===== config.mk =====
export PLATFORM = sky130hd
export DESIGN_NAME = conv2d_layer_sequencer
export DESIGN_NICKNAME = d
export VERILOG_FILES = /design/src/rtl/conv2d_layer_sequencer.sv
export SDC_FILE = /design/constraint.sdc
export NUM_CORES = 1
export LEC_CHECK = 0
export BUFFER_PORTS_ARGS = -buffer_cell sky130_fd_sc_hd__buf_2
export CAP_MARGIN = 20
export CORE_ASPECT_RATIO = 1.2
export CORE_MARGIN = 5
export CORE_UTILIZATION = 26
export CTS_CLUSTER_DIAMETER = 40
export DETAILED_ROUTE_END_ITERATION = 10
export GPL_TIMING_DRIVEN = 0
export PLACE_DENSITY = 0.42
export SLEW_MARGIN = 20
export SYNTH_ARGS = -nofsm -noshare
export SYNTH_HDL_FRONTEND = slang
export SYNTH_SLANG_ARGS = --single-unit

===== constraint.sdc =====
create_clock -name i_clk -period 25.1 [get_ports i_clk]
set_clock_uncertainty 0.1 [all_clocks]
set_input_delay 3.765 -clock i_clk [delete_from_list [all_inputs] [get_ports i_clk]]
set_output_delay 3.765 -clock i_clk [all_outputs]
set_load 0.01 [all_outputs]

===== src/rtl/conv2d_layer_sequencer.sv =====
// conv2d_layer_sequencer
// Host-side writer for port A of the conv2d control memory. Takes one layer
// descriptor per handshake, writes PARAM1, PARAM2 and the nine kernel taps,
// fires CTRL.start, then polls CTRL until the accelerator posts done (or the
// poll phase runs out of time) and reports the outcome with a one-cycle pulse.
module conv2d_layer_sequencer #(
    parameter int          DATA_WIDTH = 16,
    parameter int          POLL_GAP   = 8,
    parameter int unsigned TIMEOUT    = 24'hFFFFFF
) (
    input  logic                      i_clk,
    input  logic                      i_rst,
    input  logic                      i_cmd_valid,
    output logic                      o_cmd_ready,
    input  logic [7:0]                i_width,
    input  logic [7:0]                i_height,
    input  logic [1:0]                i_kernel_sz,
    input  logic                      i_pad,
    input  logic [1:0]                i_stride,
    input  logic [9:0]                i_ci,
    input  logic [9:0]                i_co,
    input  logic                      i_conv,
    input  logic                      i_bn,
    input  logic                      i_maxpool,
    input  logic [3:0]                i_layer,
    input  logic [9*DATA_WIDTH-1:0]   i_kernel,
    output logic [3:0]                o_ctrl_addr,
    output logic                      o_ctrl_we,
    output logic [31:0]               o_ctrl_wdata,
    input  logic [31:0]               i_ctrl_rdata,
    output logic                      o_busy,
    output logic                      o_done,
    output logic                      o_timeout
);

    typedef enum logic [3:0] {
        IDLE, WR_P1, WR_P2, WR_K, WR_CTRL, POLL_WAIT, POLL_RD, POLL_CHK, CLR, ABORT
    } state_t;

    localparam int                GAP_W       = (POLL_GAP > 1) ? $clog2(POLL_GAP) : 1;
    localparam logic [GAP_W-1:0]  GAP_LAST    = GAP_W'(POLL_GAP - 1);
    localparam logic [23:0]       TIMEOUT_LIM = 24'(TIMEOUT);

    state_t                    state, state_n;
    logic [3:0]                tap_idx, tap_n;
    logic [GAP_W-1:0]          gap_cnt, gap_n;
    logic [23:0]               to_cnt;

    logic [31:0]               p1_q, p2_q;
    logic [6:0]                op_q;
    logic [9*DATA_WIDTH-1:0]   kernel_q;

    logic                      accept;
    logic [31:0]               p1_in, p2_in, p1_sel, p2_sel;
    logic [6:0]                op_in, op_sel;
    logic [9*DATA_WIDTH-1:0]   kernel_sel;

    logic [3:0]                addr_n;
    logic                      we_n, done_n, to_n;
    logic [31:0]               wdata_n;

    // Only the done/start flags of CTRL matter for polling.
    logic                      unused_rdata;
    assign unused_rdata = ^i_ctrl_rdata[31:2];

    // The register words are assembled straight from the descriptor; while a
    // descriptor is being accepted the live inputs stand in for the not-yet
    // loaded registers so the first write can be issued on the next cycle.
    assign accept     = (state == IDLE) && i_cmd_valid;
    assign p1_in      = {11'b0, i_stride, i_pad, i_kernel_sz, i_height, i_width};
    assign p2_in      = {12'b0, i_co, i_ci};
    assign op_in      = {i_layer, i_maxpool, i_bn, i_conv};
    assign p1_sel     = accept ? p1_in    : p1_q;
    assign p2_sel     = accept ? p2_in    : p2_q;
    assign op_sel     = accept ? op_in    : op_q;
    assign kernel_sel = accept ? i_kernel : kernel_q;

    // State, tap index and poll-gap counter registers.
    always_ff @(posedge i_clk or posedge i_rst) begin
        if (i_rst) begin
            state   <= IDLE;
            tap_idx <= '0;
            gap_cnt <= '0;
        end else begin
            state   <= state_n;
            tap_idx <= tap_n;
            gap_cnt <= gap_n;
        end
    end

    // Next-state logic: linear write sequence, then a wait/read/check poll loop.
    always_comb begin
        state_n = state;
        tap_n   = '0;
        gap_n   = '0;
        case (state)
            IDLE:      if (i_cmd_valid) state_n = WR_P1;
            WR_P1:     state_n = WR_P2;
            WR_P2:     state_n = WR_K;
            WR_K: begin
                if (tap_idx == 4'd8) state_n = WR_CTRL;
                else                 tap_n   = tap_idx + 4'd1;
            end
            WR_CTRL:   state_n = POLL_WAIT;
            POLL_WAIT: begin
                if (gap_cnt == GAP_LAST) state_n = POLL_RD;
                else                     gap_n   = gap_cnt + 1'b1;
            end
            POLL_RD:   state_n = POLL_CHK;
            POLL_CHK: begin
                if (i_ctrl_rdata[1] && !i_ctrl_rdata[0]) state_n = CLR;
                else if (to_cnt >= TIMEOUT_LIM)          state_n = ABORT;
                else                                     state_n = POLL_WAIT;
            end
            CLR:       state_n = IDLE;
            ABORT:     state_n = IDLE;
            default:   state_n = IDLE;
        endcase
    end

    // Output values for the state being entered, so the registered outputs line up with it.
    always_comb begin
        addr_n  = '0;
        we_n    = 1'b0;
        wdata_n = '0;
        done_n  = 1'b0;
        to_n    = 1'b0;
        case (state_n)
            WR_P1: begin
                addr_n  = 4'd2;
                we_n    = 1'b1;
                wdata_n = p1_sel;
            end
            WR_P2: begin
                addr_n  = 4'd3;
                we_n    = 1'b1;
                wdata_n = p2_sel;
            end
            WR_K: begin
                addr_n  = 4'd4 + tap_n;
                we_n    = 1'b1;
                wdata_n = 32'(kernel_sel[int'(tap_n)*DATA_WIDTH +: DATA_WIDTH]);
            end
            WR_CTRL: begin
                we_n    = 1'b1;
                wdata_n = {23'b0, op_sel, 2'b01};
            end
            CLR: begin
                we_n    = 1'b1;
                wdata_n = {23'b0, op_sel[6:3], 5'b0};
                done_n  = 1'b1;
            end
            ABORT: begin
                we_n    = 1'b1;
                to_n    = 1'b1;
            end
            default: ;
        endcase
    end

    // Registered outputs; ready and busy simply mirror whether the next state is IDLE.
    always_ff @(posedge i_clk or posedge i_rst) begin
        if (i_rst) begin
            o_ctrl_addr  <= '0;
            o_ctrl_we    <= 1'b0;
            o_ctrl_wdata <= '0;
            o_done       <= 1'b0;
            o_timeout    <= 1'b0;
            o_busy       <= 1'b0;
            o_cmd_ready  <= 1'b1;
        end else begin
            o_ctrl_addr  <= addr_n;
            o_ctrl_we    <= we_n;
            o_ctrl_wdata <= wdata_n;
            o_done       <= done_n;
            o_timeout    <= to_n;
            o_busy       <= (state_n != IDLE);
            o_cmd_ready  <= (state_n == IDLE);
        end
    end

    // Descriptor capture on accept, and the saturating poll-phase timeout counter.
    always_ff @(posedge i_clk or posedge i_rst) begin
        if (i_rst) begin
            p1_q     <= '0;
            p2_q     <= '0;
            op_q     <= '0;
            kernel_q <= '0;
            to_cnt   <= '0;
        end else begin
            if (accept) begin
                p1_q     <= p1_in;
                p2_q     <= p2_in;
                op_q     <= op_in;
                kernel_q <= i_kernel;
            end
            if (state == WR_CTRL) begin
                to_cnt <= '0;
            end else if ((state == POLL_WAIT || state == POLL_RD || state == POLL_CHK)
                         && to_cnt != '1) begin
                to_cnt <= to_cnt + 24'd1;
            end
        end
    end

endmodule

==> impl_metrics.env <==
export IMPL_outcome="finished, final reports clean"
export IMPL_mappedNetlistArea_um2=11430
export IMPL_critPathKind="primary input to register"
export IMPL_crit_path_start_kind="primary input"
export IMPL_p_total_mw=1.945
export IMPL_core_area_um2=43620
export IMPL_max_freq_mhz=171.6
export IMPL_timing_critical_path_buf_inv=6
export IMPL_ys_ff_latch=259
export IMPL_ctsHoldBuffers=0
export IMPL_nNetsFinal=1491
export IMPL_rows=84
export IMPL_postPlaceCellArea_um2=13410
export IMPL_slew_viol_final=0
export IMPL_gr_total_overflow=0
export IMPL_antenna_found_initial=8
export IMPL_min_period_over_period_pct=23.22
export IMPL_tightest_slew_ns=1.010
export IMPL_gp_congestion=0.7906
export IMPL_seq_area_frac_synth_pct=56.71
export IMPL_ys_warn_count=0
export IMPL_grt_max_degree=87
export IMPL_hpwlAfterDp_mm=29.72
export IMPL_crit_slowest_cell="a221oi_1"
export IMPL_rsz0062_at_grt="false"
export IMPL_hold_violations=0
export IMPL_die_x_um=201.4
export IMPL_cts_reportedPaths_clkPinSlew_ns=0.05
export IMPL_routed_wl_mm=39.80
export IMPL_synthToLayoutAreaGrowth_pct=31.39
export IMPL_cts_setup_buffers=0
export IMPL_grt_pass1_vias=9071
export IMPL_path_cells="buf_2 > and3_4 > buf_6 > buf_6 > buf_4 > buf_4 > buf_2 > a221oi_1 > o41ai_1"
export IMPL_synth_nets=1203
export IMPL_crit_fanout=10
export IMPL_final_cells=1857
export IMPL_cpLargestDelayFamily="buffers and inverters"
export IMPL_async_flop_share_pct=100.0
export IMPL_synth_top_cell_area_share_pct=56.48
export IMPL_final_cell_mix="dfrtp_1, buf_2, nand2_1"
export IMPL_synth_edf_count=0
export IMPL_fin_tns_setup_ns=0
export IMPL_die_area_um2=48280
export IMPL_peakVddDrop_v=0.00005499
export IMPL_io_buffers=237
export IMPL_required_ns=25.35
export IMPL_ys_types=67
export IMPL_wl_per_cell_um=21.43
export IMPL_slowest_delay_ns=0.82
export IMPL_cts_root_buffer="clkbuf_16"
export IMPL_h_tree_depth=2
export IMPL_grt_pass1_wl_mm=58.84
export IMPL_synth_cells=971
export IMPL_setup_violations=0
export IMPL_place_inst=1770
export IMPL_synth_area_leaders="dfrtp_1, mux2_2, nand2_1"
export IMPL_cts_num_sinks=259
export IMPL_numCtsBuffers=46
export IMPL_final_common_cell="dfrtp_1"
export IMPL_hp_class="register to register"
export IMPL_synth_largest_area_cell="dfrtp_1"
export IMPL_power_leakage_nw=7.313
export IMPL_start_util_pct=26.21
export IMPL_post_route_min_period_ns=5.829
export IMPL_drive_above_1_share_pct=38.21
export IMPL_vias=8514
export IMPL_ys_flop_type="dfrtp_1"
export IMPL_drt_iter0_drc=371
export IMPL_fin_area_um2=15020
export IMPL_io_pins=268
export IMPL_clock_path_buffers=3
export IMPL_avgSynthCellArea_um2=11.77
export IMPL_die_height_um=239.7
export IMPL_drc=0
export IMPL_final_core_util_pct=34.43
export IMPL_power_density_nw_per_um2=129.5
export IMPL_cts_tree="yes"
export IMPL_vias_per_cell=4.585
export IMPL_arrival_ns=6.08
export IMPL_drv_cap=0
export IMPL_cts_resized=0
export IMPL_slew_headroom_pct=32.44
export IMPL_drtPass1Iterations=5
export IMPL_clock_latency_ns=0.55
export IMPL_crit_path_end_kind="register"
export IMPL_gr_usage_all_layers_pct=16.24
export IMPL_drtAntennaViolNets=0
where the power goes:
group	switching, mW	total, mW	internal [mW]
logic	0.403	0.684	0.281
registers	0.0481	0.615	0.567
clock network	0.225	0.645	0.421
per-stage QoR:
stage | setup WS (ns) | hold WS [ns]
6_report | 19.27 | 0.3541
3_3_place_gp | 10.30 | 0.3354
4_1_cts | 19.34 | 0.3608
2_1_floorplan | 14.11 | 0.3166
5_1_grt | 19.27 | 0.3773
3_5_place_dp | 18.77 | 0.3527
state kept, by name (all words and copies together), names as in the netlist:
register	cells
state	4
tap_idx	4
o_done	1
o_timeout	1
to_cnt	24
o_busy	1
o_cmd_ready	1
kernel_q	144
op_q	7
gap_cnt	3
o_ctrl_we	1
o_ctrl_addr	4
p2_q	32
o_ctrl_wdata	32
path summary, 6_finish.rpt:
path,depth (start not counted),slack [ns],from,to
min in group asynchronous,2,3.13,i_rst,o_ctrl_wdata[29]$_DFF_PP0_
max in group asynchronous,4,20.62,i_rst,kernel_q[71]$_DFF_PP0_
setup / recovery,9,19.27,i_cmd_valid,o_ctrl_wdata[7]$_DFF_PP0_
hold reg to reg,1,0.35,gap_cnt[0]$_DFF_PP0_,gap_cnt[0]$_DFF_PP0_
setup reg to reg,11,21.89,tap_idx[0]$_DFF_PP0_,o_ctrl_wdata[1]$_DFF_PP0_
hold / removal,1,0.35,gap_cnt[0]$_DFF_PP0_,gap_cnt[0]$_DFF_PP0_
Yosys cell counts, types with 8 or more instances:
cell / n
dfrtp_1: 258
nand2_1: 176
mux2_2: 101
o22ai_1: 52
nor2_1: 44
and2_1: 28
clkbuf_1: 23
buf_2: 17
mux2_4: 17
o21ai_0: 14
a21oi_1: 13
buf_6: 13
nand3_1: 13
xor2_1: 13
o21a_1: 12
inv_1: 11
nand4_1: 11
mux2_1: 10
a22o_1: 9
nor3_1: 9
xnor2_1: 9
and3_1: 8
worst reg2reg max path: stages (launching register included):
cell and delay, ns:
dfrtp_1 0.34, buf_2 0.20, inv_1 0.07, ha_1 0.22, and3b_1 0.18, buf_2 0.16
nor3_4 0.39, nand2_1 0.49, buf_2 0.38, o22ai_1 0.15, o21ai_1 0.15, a31o_1 0.29
kinds of logic after synthesis:
group / after synthesis / share of synthesized area [%]
compound gates: 151 / 9.315
xor+xnor: 22 / 1.686
fa+ha+maj: 5 / 0.5473
buf+inv: 73 / 3.984
flops: 259 / 56.71
mux: 137 / 14.65
simple gates: 324 / 13.11
routing by layer:
metal	vias up	part of all wire (%)	GRT usage, %
met5	-	0.12	0
met4	8	2.4	4.538
met3	64	5.2	3.548
met2	224	48	27.37
met1	4201	44	21.20
li1	4017	-	-
area by class of cell:
cell class / count / area (um^2)
Fill cell: 4449 / 28600
Clock inverter: 28 / 347.8
Antenna cell: 5 / 12.51
Tap cell: 559 / 699.4
Timing Repair Buffer: 240 / 1269
Clock buffer: 54 / 1252
Sequential cell: 259 / 6482
Multi-Input combinational cell: 639 / 4493
Inverter: 11 / 48.80
Buffer: 62 / 414.1
Power figures use the tool's default switching activity.
